## config.mk

```make
export PLATFORM = sky130hd
export DESIGN_NAME = ssd_round_ctrl_flat
export DESIGN_NICKNAME = d
export VERILOG_FILES = /design/src/rtl/ssd_round_ctrl_if.sv /design/src/rtl/ssd_round_ctrl.sv /design/src/flat_wrapper.sv
export SDC_FILE = /design/constraint.sdc
export NUM_CORES = 1
export LEC_CHECK = 0
export BUFFER_PORTS_ARGS = -buffer_cell sky130_fd_sc_hd__buf_2
export CAP_MARGIN = 10
export CORE_UTILIZATION = 54
export DETAILED_ROUTE_END_ITERATION = 12
export PLACE_DENSITY = 0.73
export SKIP_LAST_GASP = 1
export SLEW_MARGIN = 20
export SYNTH_ARGS = -nofsm -noshare
export SYNTH_HDL_FRONTEND = slang
export SYNTH_SLANG_ARGS = --single-unit
```

## constraint.sdc

```tcl
create_clock -name fast_clk -period 4.55 [get_ports fast_clk]
set_input_delay 0.2275 -clock fast_clk [delete_from_list [all_inputs] [get_ports fast_clk]]
set_output_delay 0.2275 -clock fast_clk [all_outputs]
set_load 0.05 [all_outputs]
```

## src/rtl/ssd_round_ctrl_if.sv

```systemverilog
// ssd_round_ctrl_if: control, score and display signals of the round timer
interface ssd_round_ctrl_if;
    logic       start;
    logic       pause;
    logic [6:0] score;
    logic       score_valid;
    logic [3:0] digit_one;
    logic [3:0] digit_two;
    logic       one_en;
    logic       two_en;
    logic       time_up;
    logic [1:0] state;
    modport master (
        output start, pause, score, score_valid,
        input  digit_one, digit_two, one_en, two_en, time_up, state
    );
    modport slave (
        input  start, pause, score, score_valid,
        output digit_one, digit_two, one_en, two_en, time_up, state
    );
endinterface

```

## src/rtl/ssd_round_ctrl.sv

```systemverilog
// ssd_round_ctrl: two-digit countdown round timer with score display; SSD_ROUND_BLINK_EN adds final-seconds blink
module ssd_round_ctrl #(
    parameter int CLK_HZ    = 100000000,
    parameter int ROUND_SEC = 60,
    parameter int BLINK_SEC = 5
) (
    input  logic fast_clk,
    input  logic rst_n,
    ssd_round_ctrl_if.slave io
);
    localparam int PW = $clog2(CLK_HZ + 1);
    localparam logic [PW-1:0] P_MAX = PW'(CLK_HZ - 1);
    localparam logic [3:0] R_T = 4'(ROUND_SEC / 10);
    localparam logic [3:0] R_O = 4'(ROUND_SEC % 10);
    typedef enum logic [1:0] {IDLE = 2'b00, RUN = 2'b01, PAUSE = 2'b10, DONE = 2'b11} state_e;
    state_e        state_q, state_d;
    logic [PW-1:0] presc_q, presc_d;
    logic [3:0]    tens_q, tens_d, ones_q, ones_d;
    logic [3:0]    sct_q, sct_d, sco_q, sco_d;
    logic [3:0]    dig1_q, dig1_d, dig2_q, dig2_d;
    logic          en1_q, en1_d, en2_q, en2_d, tu_q, tu_d;
    logic          tick, last, blank;
    logic [6:0]    sat;
`ifdef SSD_ROUND_BLINK_EN
    int            secs_v;
`endif
    // Next-state: start overrides everything; the prescaler advances on every RUN cycle, including the one that pauses
    always_comb begin
        tick    = state_q == RUN && presc_q == P_MAX;
        last    = tens_q == 4'd0 && ones_q == 4'd1;
        sat     = io.score > 7'd99 ? 7'd99 : io.score;
        state_d = state_q;
        presc_d = presc_q;
        tens_d  = tens_q;
        ones_d  = ones_q;
        sct_d   = sct_q;
        sco_d   = sco_q;
        tu_d    = 1'b0;
        if (io.start) begin
            state_d = RUN;
            presc_d = '0;
            tens_d  = R_T;
            ones_d  = R_O;
            sct_d   = '0;
            sco_d   = '0;
        end else if (state_q == RUN) begin
            presc_d = tick ? '0 : presc_q + PW'(1);
            if (tick) begin
                ones_d = ones_q == 4'd0 ? 4'd9 : ones_q - 4'd1;
                tens_d = ones_q == 4'd0 ? tens_q - 4'd1 : tens_q;
                tu_d   = last;
            end
            state_d = tick && last ? DONE : io.pause ? PAUSE : RUN;
        end else if (state_q == PAUSE && io.pause) begin
            state_d = RUN;
        end else if (state_q == DONE && io.score_valid) begin
            sct_d = 4'(sat / 7'd10);
            sco_d = 4'(sat % 7'd10);
        end
`ifdef SSD_ROUND_BLINK_EN
        secs_v = int'(tens_d) * 10 + int'(ones_d);
        blank  = state_d == RUN && secs_v >= 1 && secs_v <= BLINK_SEC && int'(presc_d) >= CLK_HZ / 2;
`else
        blank  = 1'b0;
`endif
        dig1_d = state_d == DONE ? sct_d : tens_d;
        dig2_d = state_d == DONE ? sco_d : ones_d;
        en1_d  = (state_d == DONE || tens_d != 4'd0) && !blank;
        en2_d  = !blank;
    end
    // State, counters and registered display outputs
    always_ff @(posedge fast_clk or negedge rst_n) begin
        if (!rst_n) begin
            state_q <= IDLE;
            presc_q <= '0;
            tens_q  <= R_T;
            ones_q  <= R_O;
            sct_q   <= '0;
            sco_q   <= '0;
            tu_q    <= 1'b0;
            dig1_q  <= R_T;
            dig2_q  <= R_O;
            en1_q   <= R_T != 4'd0;
            en2_q   <= 1'b1;
        end else begin
            state_q <= state_d;
            presc_q <= presc_d;
            tens_q  <= tens_d;
            ones_q  <= ones_d;
            sct_q   <= sct_d;
            sco_q   <= sco_d;
            tu_q    <= tu_d;
            dig1_q  <= dig1_d;
            dig2_q  <= dig2_d;
            en1_q   <= en1_d;
            en2_q   <= en2_d;
        end
    end
    assign io.digit_one = dig1_q;
    assign io.digit_two = dig2_q;
    assign io.one_en    = en1_q;
    assign io.two_en    = en2_q;
    assign io.time_up   = tu_q;
    assign io.state     = state_q;
endmodule

```

## src/flat_wrapper.sv

```systemverilog
// flat-port wrapper written by rule: the top's interface ports become plain ports
module ssd_round_ctrl_flat 
#(
    parameter int CLK_HZ    = 100000000,
    parameter int ROUND_SEC = 60,
    parameter int BLINK_SEC = 5
)
  (fast_clk, rst_n, io_start, io_pause, io_score, io_score_valid, io_digit_one, io_digit_two, io_one_en, io_two_en, io_time_up, io_state);
  ssd_round_ctrl_if io_i ();
  input  logic fast_clk;
  input  logic rst_n;
  input wire logic [$bits(io_i.start)-1:0] io_start;
  input wire logic [$bits(io_i.pause)-1:0] io_pause;
  input wire logic [$bits(io_i.score)-1:0] io_score;
  input wire logic [$bits(io_i.score_valid)-1:0] io_score_valid;
  output wire logic [$bits(io_i.digit_one)-1:0] io_digit_one;
  output wire logic [$bits(io_i.digit_two)-1:0] io_digit_two;
  output wire logic [$bits(io_i.one_en)-1:0] io_one_en;
  output wire logic [$bits(io_i.two_en)-1:0] io_two_en;
  output wire logic [$bits(io_i.time_up)-1:0] io_time_up;
  output wire logic [$bits(io_i.state)-1:0] io_state;
  assign io_i.start = io_start;
  assign io_i.pause = io_pause;
  assign io_i.score = io_score;
  assign io_i.score_valid = io_score_valid;
  assign io_digit_one = io_i.digit_one;
  assign io_digit_two = io_i.digit_two;
  assign io_one_en = io_i.one_en;
  assign io_two_en = io_i.two_en;
  assign io_time_up = io_i.time_up;
  assign io_state = io_i.state;
  ssd_round_ctrl #(.CLK_HZ(CLK_HZ), .ROUND_SEC(ROUND_SEC), .BLINK_SEC(BLINK_SEC)) u_core (.fast_clk(fast_clk), .rst_n(rst_n), .io(io_i));
endmodule
```

==> impl_results.md <==
- Synth top area share: 0.383
- First-pass GRT wire length: ~12 mm
- Vias in the first global route: approximately 2500
- Crit path kind: input pin to flip-flop
- Vias per inst: between 5 and 6
- Startpoint types: input pin
- Most frequent CP cell: ha_1
- Top-count cell post-synth: dfrtp_1
- CTS resizes: 0
- Maximum clock frequency: 253 MHz
- Leak pwr: between 1.5 and 2 nW
- Grt total ovfl: 0
- Fillcell total: 475
- Setup TNS: 0 ps
- Max_cap viols: 0
- Area Growth Syn to Fin: 8.57%
- Synth area leaders: dfrtp_1, nor2_1, xor2_1
- Net Count, Synth: between 300 and 400
- CP Buf/Inv Count: 2
- Slew headroom: 0.577
- Sw frac: 0.279
- TritonRoute pass-1 iters: 4
- Area of the mapped netlist: about 3300 µm²
- P_sw: 0.279 mW
- Combinational group share of total power: 0.158
- Die area: 6370 µm²
- Setup bufs post-CTS: 0
- Final Hold Viols: 0
- Worst Hold Class: input pin to flip-flop
- Dpl hpwl: 4.96 mm
- Seq cells post-synth: 55
- Die span in x: around 80 µm
- Sequential Power Share: 0.505
- Largest stage delay, worst path: around 400 ps
- Share of layout cells above drive strength 1: 0.172
- Antenna Violating Nets Remaining: 0
- Ys flop type: dfrtp_1
- RSZ-0062 raised after global routing: false
- DR WL/cell: 15.7 µm
- Slew Viols, Final: 0
- Status: completed
- Hold Slack: between 200 and 250 ps
- Clk pwr share: 0.336
- Final setup viols: 0
- Wirelength, routed: between 6 and 7 mm
- Largest net degree at the start of global routing: 31
- I/O pin count: 25
- Worst-path clk slew: 110 ps
- Ant. Diodes: 0
- Ys Warns: 0
- Area of all placed cells without fillers: between 3000 and 4000 µm²
- Post-route clock period utilization: 0.869
- Cell count after synthesis: approximately 350
- Peak VDD IR: between 0.2 and 0.3 mV
- Worst skew pair latency: around 310 ps
- Ys async rst share: 1.00
- Final Power: between 0.9 and 1 mW
- P_int: between 0.7 and 0.8 mW
- CTS buffer count: 5
- Synth Area per Inst: about 9.5 µm²
- Slowest CP cell: ha_1
- EDFF count, synth: 0
- Die height: approximately 80 µm
- CP Cell Sequence: buf_2 -> inv_1 -> a21oi_1 -> ha_1 -> nand3_1 -> o221ai_1 -> ha_1 -> nor2b_1 -> o32ai_1 -> a211oi_1 -> nor2_1 -> o21ai_0 -> a21oi_1 -> ha_1 -> nand4_1 -> a311oi_4 -> nor3_1 -> o31a_1
- Multi-input gate area: around 1800 µm²
- Seq/Total Area, Yosys: 0.423
- Pwr dens: between 200 and 300 nW/µm²
- Worst Setup End Kind: flip-flop
- Worst path required time: between 4000 and 5000 ps
- Worst-margin pin slew: approximately 630 ps
- Starting density of the core: 0.576
- Port Buffers: 23
- Commonest cells post-synth: dfrtp_1, nor2_1, nand2_1
- Number of remaining DRC errors: 0
- Routability cong.: approximately 0.9
- Post-synth cell types: between 60 and 70
- Initial antenna violation count: 0
- DR iter-0 viols: 109
- CTS tree: yes
- Register Area: approximately 1400 µm²
- Peak fanout along the critical path: 12
- Maximum clock insertion buffer count: 2
- Row count: 27
- Clk_skew: 17.9 ps
- Final nets: 384
- CP delay by family, top: compound AO/OA/AOI/OAI gates
- Root Buffer: clkbuf_8
- Vias: 2597
- Worst Path Arrival: between 4000 and 5000 ps
- Total track usage: 0.240
- Cell Area, Placed: 3420 µm²
- Period minus WS final: approximately 4000 ps
- Post-synth top area cell: dfrtp_1
- Core area: between 5000 and 6000 µm²
- H-tree Lvls: 2
- Clock sinks: 55
sequential cells by signal (all words and copies together), names as in the netlist:
register and count:
u_core.io.digit_one 4, u_core.sco_q 4, u_core.ones_q 4, u_core.io.state 2, u_core.presc_q 27, u_core.tens_q 4, u_core.io.one_en 1, u_core.io.time_up 1
u_core.io.digit_two 4, u_core.sct_q 4
cell families after synthesis:
family / Yosys count / synth area share
adders and majority gates: 6 / 0.0230
xor gates and xnor gates: 24 / 0.0643
muxes: 9 / 0.0302
and+or+nand+nor: 158 / 0.270
other: 1 / 0.00115
DFF: 55 / 0.423
AOI/OAI and AO/OA: 67 / 0.153
buffers and inverters: 26 / 0.0352
layer usage:
| metal | GRT usage | up-vias | part of all wire |
|---|---|---|---|
| li1 | - | 1289 | - |
| met3 | 0.0343 | 6 | 0.027 |
| met1 | 0.341 | 1257 | 0.49 |
| met4 | 0.0607 | 0 | 0.0088 |
| met5 | 0 | - | 0 |
| met2 | 0.385 | 45 | 0.48 |
placed cells by master, fill, tap and decap left out, drive strengths merged, types with 3 or more instances in the layout:
| cell type | count |
|---|---|
| and2 | 4 |
| mux2 | 7 |
| clkbuf | 5 |
| and3 | 5 |
| o21ai | 14 |
| buf | 25 |
| o31ai | 6 |
| o31a | 3 |
| nand2 | 33 |
| inv | 13 |
| a211oi | 3 |
| dfstp | 5 |
| nor4 | 9 |
| ha | 6 |
| a31oi | 4 |
| nor2 | 42 |
| nand3 | 14 |
| or3 | 5 |
| nand2b | 9 |
| dfrtp | 50 |
| a21oi | 17 |
| xor2 | 17 |
| nand4 | 10 |
| nor3b | 3 |
| or4b | 4 |
| or2 | 3 |
| xnor2 | 7 |
| nor3 | 8 |
through the flow:
stage	std cells	worst slack, ps	utilization
floorplan	346	689	-
global placement	430	468	0.603
detailed placement	430	291	0.603
CTS	439	632	0.626
global route	439	163	0.626
finish	439	596	0.626
tightest hold or removal path, delay by kind of cell:
family	cells	cell delay (ps)
AO/OA/AOI/OAI	1	60
buffers and inverters	1	100
AND/OR/NAND/NOR	1	100
timing repair:
action | CTS | global route
hold endpoints to repair | 20 | 0
hold buffers | 1 | 0
setup endpoints to repair | 0 | 0
final timing paths:
kind,slack [ps],cells after the start,startpoint,endpoint
hold reg to reg,510,1,u_core.presc_q[25],u_core.presc_q[25]
min in group asynchronous,440,2,rst_n,u_core.io.state[1]
hold / removal,210,3,io_pause,u_core.io.state[1]
setup / recovery,600,18,io_score[4],u_core.io.digit_two[2]
setup reg to reg,1790,8,u_core.presc_q[11],u_core.presc_q[23]
max in group asynchronous,3280,3,rst_n,u_core.presc_q[12]
power by group through the flow:
stage               Sequential (mW)  Clock [mW]  Combinational, mW
floorplan                     0.522           0              0.105
global placement              0.513           0              0.153
detailed placement            0.514           0              0.157
CTS                           0.504       0.342              0.158
global route                  0.506       0.356              0.176
finish                        0.504       0.336              0.158
cell type report:
cell class | count | area share
flip-flops and latches | 55 | 0.389
clock buffers | 5 | 0.0194
inverters | 13 | 0.0137
repair buffers | 26 | 0.0395
multi-input cells | 265 | 0.499
clock inverters | 3 | 0.0134
well taps | 72 | 0.0254
(Power assumes the default switching activity.)
